[src/rtl/mem_access_stage.sv]
// rtl/mem_access_stage.sv - memory-access stage with MEM/WB pipeline register
// Optional feature macro: MISALIGN_TRAP_EN (adds the registered misalign output)
module mem_access_stage #(
  parameter int WIDTH = 32,
  parameter int RD_W  = 5
) (
  input  logic             clk,
  input  logic             rst,
  input  logic             ex_valid,
  input  logic [WIDTH-1:0] ex_alu_res,
  input  logic [WIDTH-1:0] ex_store_data,
  input  logic [2:0]       ex_funct3,
  input  logic             ex_mem_read,
  input  logic             ex_mem_write,
  input  logic             ex_reg_write,
  input  logic [1:0]       ex_wbsel,
  input  logic [RD_W-1:0]  ex_rd,
  input  logic [WIDTH-1:0] ex_pcplus4,
  output logic             dmem_req,
  output logic             dmem_we,
  output logic [WIDTH-1:0] dmem_addr,
  output logic [WIDTH-1:0] dmem_wdata,
  output logic [3:0]       dmem_be,
  input  logic [WIDTH-1:0] dmem_rdata,
  input  logic             dmem_ready,
  output logic             stall,
  output logic             wb_valid,
  output logic             wb_reg_write,
  output logic [RD_W-1:0]  wb_rd,
  output logic [1:0]       wb_wbsel,
  output logic [WIDTH-1:0] wb_alu_res,
  output logic [WIDTH-1:0] wb_mem_data,
  output logic [WIDTH-1:0] wb_pcplus4
`ifdef MISALIGN_TRAP_EN
  ,
  output logic             misalign
`endif
);

  typedef enum logic {IDLE, WAIT} state_t;
  state_t state;

  logic             is_byte, is_half, mem_op, trap, bubble;
  logic [WIDTH-1:0] byte_sh, half_sh, load_val;

  assign is_byte = (ex_funct3[1:0] == 2'b00);
  assign is_half = (ex_funct3[1:0] == 2'b01);

`ifdef MISALIGN_TRAP_EN
  assign trap = ex_valid & (ex_mem_read | ex_mem_write) &
                ((is_half & ex_alu_res[0]) | (~is_byte & ~is_half & (ex_alu_res[1:0] != 2'b00)));
`else
  assign trap = 1'b0;
`endif

  assign mem_op   = ex_valid & (ex_mem_read | ex_mem_write) & ~trap;
  // Reset must drop the request immediately even if upstream still presents a mem op.
  assign dmem_req = ~rst & ((state == WAIT) | mem_op);
  assign dmem_we  = dmem_req & ex_mem_write;
  assign stall    = dmem_req & ~dmem_ready;
  assign dmem_addr = {ex_alu_res[WIDTH-1:2], 2'b00};
  assign bubble   = stall | trap;

  always_comb begin
    dmem_wdata = ex_store_data;
    dmem_be    = 4'b0000;
    if (is_byte) begin
      dmem_wdata = {4{ex_store_data[7:0]}};
    end else if (is_half) begin
      dmem_wdata = {2{ex_store_data[15:0]}};
    end
    if (dmem_we) begin
      if (is_byte)      dmem_be = 4'b0001 << ex_alu_res[1:0];
      else if (is_half) dmem_be = 4'b0011 << {ex_alu_res[1], 1'b0};
      else              dmem_be = 4'b1111;
    end
  end

  // Funct3[2] selects zero extension; undefined sizes fall through as a full word.
  always_comb begin
    byte_sh  = dmem_rdata >> {ex_alu_res[1:0], 3'b000};
    half_sh  = dmem_rdata >> {ex_alu_res[1], 4'b0000};
    load_val = dmem_rdata;
    if (is_byte) begin
      load_val = {{(WIDTH-8){byte_sh[7] & ~ex_funct3[2]}}, byte_sh[7:0]};
    end else if (is_half) begin
      load_val = {{(WIDTH-16){half_sh[15] & ~ex_funct3[2]}}, half_sh[15:0]};
    end
  end

  always_ff @(posedge clk) begin
    if (rst) begin
      state        <= IDLE;
      wb_valid     <= 1'b0;
      wb_reg_write <= 1'b0;
      wb_rd        <= '0;
      wb_wbsel     <= '0;
      wb_alu_res   <= '0;
      wb_mem_data  <= '0;
      wb_pcplus4   <= '0;
`ifdef MISALIGN_TRAP_EN
      misalign     <= 1'b0;
`endif
    end else begin
      case (state)
        IDLE:    if (dmem_req && !dmem_ready) state <= WAIT;
        WAIT:    if (dmem_ready) state <= IDLE;
        default: state <= IDLE;
      endcase
      wb_valid     <= ex_valid & ~bubble;
      wb_reg_write <= ex_valid & ex_reg_write & ~bubble;
      wb_rd        <= ex_rd;
      wb_wbsel     <= ex_wbsel;
      wb_alu_res   <= ex_alu_res;
      wb_pcplus4   <= ex_pcplus4;
      wb_mem_data  <= (ex_mem_read && dmem_req && dmem_ready) ? load_val : '0;
`ifdef MISALIGN_TRAP_EN
      misalign     <= trap;
`endif
    end
  end

endmodule
[config.mk]
export PLATFORM = sky130hd
export DESIGN_NAME = mem_access_stage
export DESIGN_NICKNAME = d
export VERILOG_FILES = /design/src/rtl/mem_access_stage.sv
export SDC_FILE = /design/constraint.sdc
export NUM_CORES = 1
export LEC_CHECK = 0
export CAP_MARGIN = 30
export CORE_AREA = 2 2 123 125
export DETAILED_ROUTE_END_ITERATION = 10
export DIE_AREA = 0 0 125 127
export PLACE_DENSITY_LB_ADDON = 0.3
export SLEW_MARGIN = 20
export SYNTH_ARGS = -nofsm -noshare
export SYNTH_HDL_FRONTEND = slang
export SYNTH_SLANG_ARGS = --single-unit
export TNS_END_PERCENT = 20
[constraint.sdc]
create_clock -name clk -period 1.6 [get_ports clk]
set_input_delay 0.16 -clock clk [delete_from_list [all_inputs] [get_ports clk]]
set_output_delay 0.16 -clock clk [all_outputs]
set_load 0.05 [all_outputs]
# Word-level counts from Yosys, hierarchy flattened
# Cells that the tools add are included.
[totals]
regBits = 106
input_bits = 145
out_inout_bits = 176
word_cells = 46
[classes]
eq_ne = 1
shifts = 4
mux = 10
bitwise_logic = 17
reduce_logical = 6
[op_table]
columns = ["operator", "n"]
rows = [
  ["32-bit two-way mux", 4],
  ["32-bit by 5-bit >> shifter with 16-bit output", 1],
  ["32-bit by 5-bit >> shifter with 8-bit output", 1],
  ["4-bit two-way mux", 3],
  ["1-bit AND", 9],
  ["1-bit inverter", 6],
  ["1-bit by 2-bit << shifter with 4-bit output, first input constant", 1],
  ["2-bit by 2-bit << shifter with 4-bit output, first input constant", 1],
  ["1-bit logical AND", 3],
  ["2-bit by 1-bit == test with 1-bit output, second input constant", 1],
  ["2-bit zero test", 1],
  ["1-bit two-way mux", 2],
  ["1-bit bitwise OR", 2],
  ["1-bit one-hot mux with 2 select lines", 1],
  ["2-bit OR reduction", 1],
  ["1-bit zero test", 1],
]

# Longest topological paths before layout
[depth]
word_depth = 8
ltp_mapped = 6
ltp_nobuf = 4

# Least setup slack after synthesis
# No wires, ideal clock.
[synth_path]
path_type = "register to output"
start = "reg state"
end = "out stall"
arrival_ns = 1.987
required_ns = 1.440
slack_ns = -0.547
stages_incl_launch_ff = 4
n_path_buf = 0
path_cell_list = "dfxtp_1 inv_1 a21oi_1 nor2b_1"
[synth_via]
elab_chain_len = 3
[synth_lines]
columns = ["element", "line_no", "source"]
rows = [
  ["start, declared", "41", "state_t state;"],
  ["start signal, assigned", "93", "state <= IDLE;"],
  ["start signal, assigned", "106", "IDLE: if (dmem_req && !dmem_ready) state <= WAIT;"],
  ["start signal, assigned", "107", "WAIT: if (dmem_ready) state <= IDLE;"],
  ["1-bit bitwise OR", "58", "assign dmem_req = ~rst & ((state == WAIT) | mem_op);"],
  ["1-bit AND", "58", ""],
  ["via dmem_req", "19", "output logic dmem_req,"],
  ["1-bit AND", "60", "assign stall = dmem_req & ~dmem_ready;"],
  ["end, declared", "26", "output logic stall,"],
]
# The timed path passes the listed nets, and every way through them passes these cells.

# Worst setup path in the final report
[layout_path]
start = "in ex_alu_res[0]"
end = "out dmem_be[2]"
[layout_via]
elab_chain_len = 3
[layout_lines]
columns = ["element", "line_no", "source"]
rows = [
  ["start, declared", "10", "input logic [WIDTH-1:0] ex_alu_res,"],
  ["1-bit by 2-bit << shifter with 4-bit output", "73", "if (is_byte) dmem_be = 4'b0001 << ex_alu_res[1:0];"],
  ["4-bit two-way mux", "73", ""],
  ["4-bit two-way mux", "72", "if (dmem_we) begin"],
  ["end, declared", "23", "output logic [3:0] dmem_be,"],
]
# Every way passes these cells.

==> flow_summary_export.csv <==
group,metric,value,unit
sta,max_freq,637,MHz
detailed_routing,vias_per_cell,4.58,
synth,syn_avg_cell_area,9.81,µm²
placed_design,place_hpwl,13.0,mm
layout,fin_nets,888,
sta,hold_violations,0,
global_route,grt_antenna_before_repair,0,
power,clockPowerShare,30.3,%
power,vdd_ir_drop_max,513,µV
clock_network,cts_max_level,3,
synth,synth.yosys.seq_area_share,48.8,%
global_route,grt_pass1_wl,24.7,mm
synth,synth_top_family_by_area,"simple AND/OR/NAND/NOR gates",
power,total_power,7.36,mW
power,power_frac_seq,37.8,%
synth,synth_adder_area_share,0,%
detailed_routing,wl_per_cell,17.6,µm
setup_path,cp.required,1.44,ns
global_route,grt_start_max_net_pins,74,
sta,slew_violations,0,
clock_network,clock_sinks,106,
synth,ys_ff_latch,106,
detailed_routing,drt_wl_total,16.4,mm
sta,min_period,1.57,ns
layout,layout-drive-gt1-share,35.8,%
placed_design,dp_cells,912,
synth,synth-simple-area-share,21.6,%
power,p_leak,3.60,nW
setup_path,end_kind,"output port",
synth,synthCells,443,
power,power.density,887,nW/µm²
synth,synth-compound-area-share,9.70,%
detailed_routing,antenna_left,0,
detailed_routing,dr_total_vias,4269,
clock_network,ctsHoldBuffers,0,
clock_network,clk_path_buf_depth,2,
synth,yosysUniqueCellTypes,39,
setup_path,critPathMaxStageDelay,0.51,ns
global_route,met3_usage,5.86,%
floorplan,core,14400,µm²
global_route,grt_pass1_vias,4403,
floorplan,io_pins,321,
setup_path,crit_buf_inv,4,
synth,async_flop_share,0,%
clock_network,clock_latency,0.36,ns
layout,seq_area,2120,µm²
setup_path,crit_type,"primary input to output port",
placed_design,globalplace.congestion,0.878,
layout,fin_area,8290,µm²
layout,diodes,0,
setup_path,cpLargestDelayFamily,"buffers and inverters",
detailed_routing,first_pass_iters,4,
power,p_int,4.89,mW
layout,fillers,1221,
synth,yosysWarnings,0,
sta,setup_viol,0,
clock_network,cts_made_buffers,9,
floorplan,start_util,30.1,%
global_route,met2_usage,36.7,%
synth,syn_area,4350,µm²
global_route,grtUsageTotal,20.0,%
worst_hold_path,hp-class,"primary input to flip-flop",
layout,area_delta_synth_final,90.8,%
setup_path,cp_slowest_cell,"clkdlybuf4s50_1",
floorplan,die_width,125,µm
layout,multiInputGateArea,1780,µm²
setup_path,critPathLaunchType,"primary input",
setup_path,critPathMaxFanout,5,
sta,finalCritPeriodShare,98.1,%
layout,final_cells,932,
synth,synth_mux_area_share,8.64,%
detailed_routing,drt-initial-drc-count,220,
power,p_sw_share,33.5,%
status,status,"finished clean",
layout,fin_util,57.5,%
synth,synth_edf_count,0,
placed_design,postPlaceCellArea,7940,µm²
power,p_switching,2.46,mW
floorplan,row_count,44,
run,maxCapViolations,0,
setup_path,cp_cell_sequence,"clkdlybuf4s50_1 -> buf_12 -> nand2b_1 -> buf_4 -> a21oi_1 -> nor2_2 -> buf_12",
clock_network,cts.clk_slew.worst_paths,0.07,ns
floorplan,die_h,127,µm
global_route,use_met1,22.4,%
setup_path,arrival,1.41,ns
floorplan,dieArea,15900,µm²
sta,skew,0.00836,ns
clock_network,cts-root-buf,"clkbuf_16",
synth,ys.flop_type,"dfxtp_1",
power,comb_power_share,31.9,%
sta,rsz0062_at_grt,"yes",
global_route,grt-ovfl-total,0,
setup_path,cpMostUsedCell,"buf_12",
clock_network,cts_tree,"done",
global_route,top_usage_layer,"met2",
synth,synth-xor-area-share,0,%
detailed_routing,route.detailed.drc,0,
placed_design,port_buffers,318,
-- state kept, by name (all words and copies together), names as in the netlist --
register / flops
wb_mem_data: 32
state: 1
wb_alu_res: 32
wb_rd: 5
wb_valid: 1
wb_wbsel: 2
wb_reg_write: 1
wb_pcplus4: 32
-- through the flow --
stage               hold WS (ns)  worst slack (ns)  setup TNS, ns
floorplan                  0.232            -0.303          -2.47
global placement           0.571           -0.0792          -1.30
detailed placement         0.580            -0.130          -2.61
CTS                        0.307           -0.0237        -0.0428
global route               0.296           -0.0198        -0.0267
finish                     0.249            0.0306              0
-- final timing paths --
| path | depth (start not counted) | from | slack [ns] | end |
|---|---|---|---|---|
| min | 4 | ex_mem_write | 0.25 | wb_valid |
| min reg2reg | 3 | state | 0.58 | wb_valid |
| max | 7 | ex_alu_res[0] | 0.03 | dmem_be[2] |
| max reg2reg | 6 | state | 0.19 | wb_mem_data[1] |
-- placed cells by master, fill, tap and decap left out, drive strengths merged --
| cell | instances |
|---|---|
| buf | 209 |
| clkdlybuf4s50 | 140 |
| dfxtp | 106 |
| nor2b | 79 |
| nand2 | 57 |
| a21oi | 23 |
| nor2 | 21 |
| nand3 | 15 |
| o21ai | 10 |
| mux2i | 10 |
| clkbuf | 9 |
| mux2 | 8 |
| dlygate4sd2 | 8 |
| o22ai | 8 |
| a41oi | 7 |
| a2111oi | 7 |
| mux4 | 7 |
| inv | 6 |
| nand2b | 3 |
| clkinv | 3 |
| a32oi | 2 |
| conb | 2 |
| or2 | 2 |
| a21o | 1 |
| nor3 | 1 |
| nor3b | 1 |
| and2 | 1 |
| clkinvlp | 1 |
| dlymetal6s2s | 1 |
-- synth_stat cells, types with 2 or more instances --
cell / n / area share (%)
a2111oi_1: 2 / 0.46
a2111oi_2: 5 / 1.7
a21oi_1: 21 / 2.4
a21oi_2: 2 / 0.40
a32oi_1: 2 / 0.40
a41oi_1: 7 / 1.4
buf_2: 8 / 0.92
buf_4: 43 / 7.4
buf_6: 5 / 1.3
clkbuf_1: 14 / 1.2
dfxtp_1: 106 / 49
inv_1: 2 / 0.17
mux2_2: 8 / 2.1
mux2i_1: 8 / 1.8
mux4_1: 3 / 1.8
mux4_2: 4 / 2.1
nand2_1: 56 / 4.8
nand2b_1: 3 / 0.43
nand3_1: 14 / 1.6
nor2_1: 18 / 1.6
nor2_4: 2 / 0.52
nor2b_1: 79 / 11
o21ai_0: 9 / 1.0
o22ai_1: 7 / 1.0
-- routing by layer --
layer / share of wire (%) / vias to the layer above / wire length [µm]
li1: - / 2037 / -
met1: 38 / 1990 / 6150
met2: 52 / 226 / 8540
met3: 8.8 / 16 / 1440
met4: 1.5 / 0 / 248
met5: 0 / - / 0
-- area by class of cell --
class,instances,share of cell area (%)
Multi-Input combinational cell,265,21.5
Sequential cell,106,25.6
Tap cell,184,2.78
Clock inverter,7,0.905
Timing Repair Buffer,358,46.4
Inverter,3,0.136
Clock buffer,9,2.72
-- power by group through the flow --
stage               sequential [mW]  clock (mW)  combinational, mW
CTS                            2.78        2.27               2.35
floorplan                      3.24           0              0.846
finish                         2.78        2.23               2.35
global route                   2.79        2.37               2.44
detailed placement             2.85           0               2.35
global placement               2.85           0               2.33
-- cell families (layout without fill, tap and decap cells) --
group / Yosys count / count (layout)
AO/OA/AOI/OAI: 58 / 58
buffers and inverters: 73 / 377
flip-flops: 106 / 106
multiplexers: 25 / 25
other: 1 / 2
AND/OR/NAND/NOR: 180 / 180
-- worst register-to-register path, delay by kind of cell, from the launching register on --
kind / cells / cell delay [ns]
buffers and inverters: 2 / 0.31
AO/OA/AOI/OAI: 1 / 0.34
AND/OR/NAND/NOR: 3 / 0.30
flip-flops: 1 / 0.35
-- repair_timing --
item | in CTS | in global routing
pin swaps | 1 | 2
setup endpoints to repair | 12 | 4
buffers inserted | 0 | 4
gates resized for setup | 12 | 8
cloned | 0 | 0
Power figures use the tool's default switching activity.
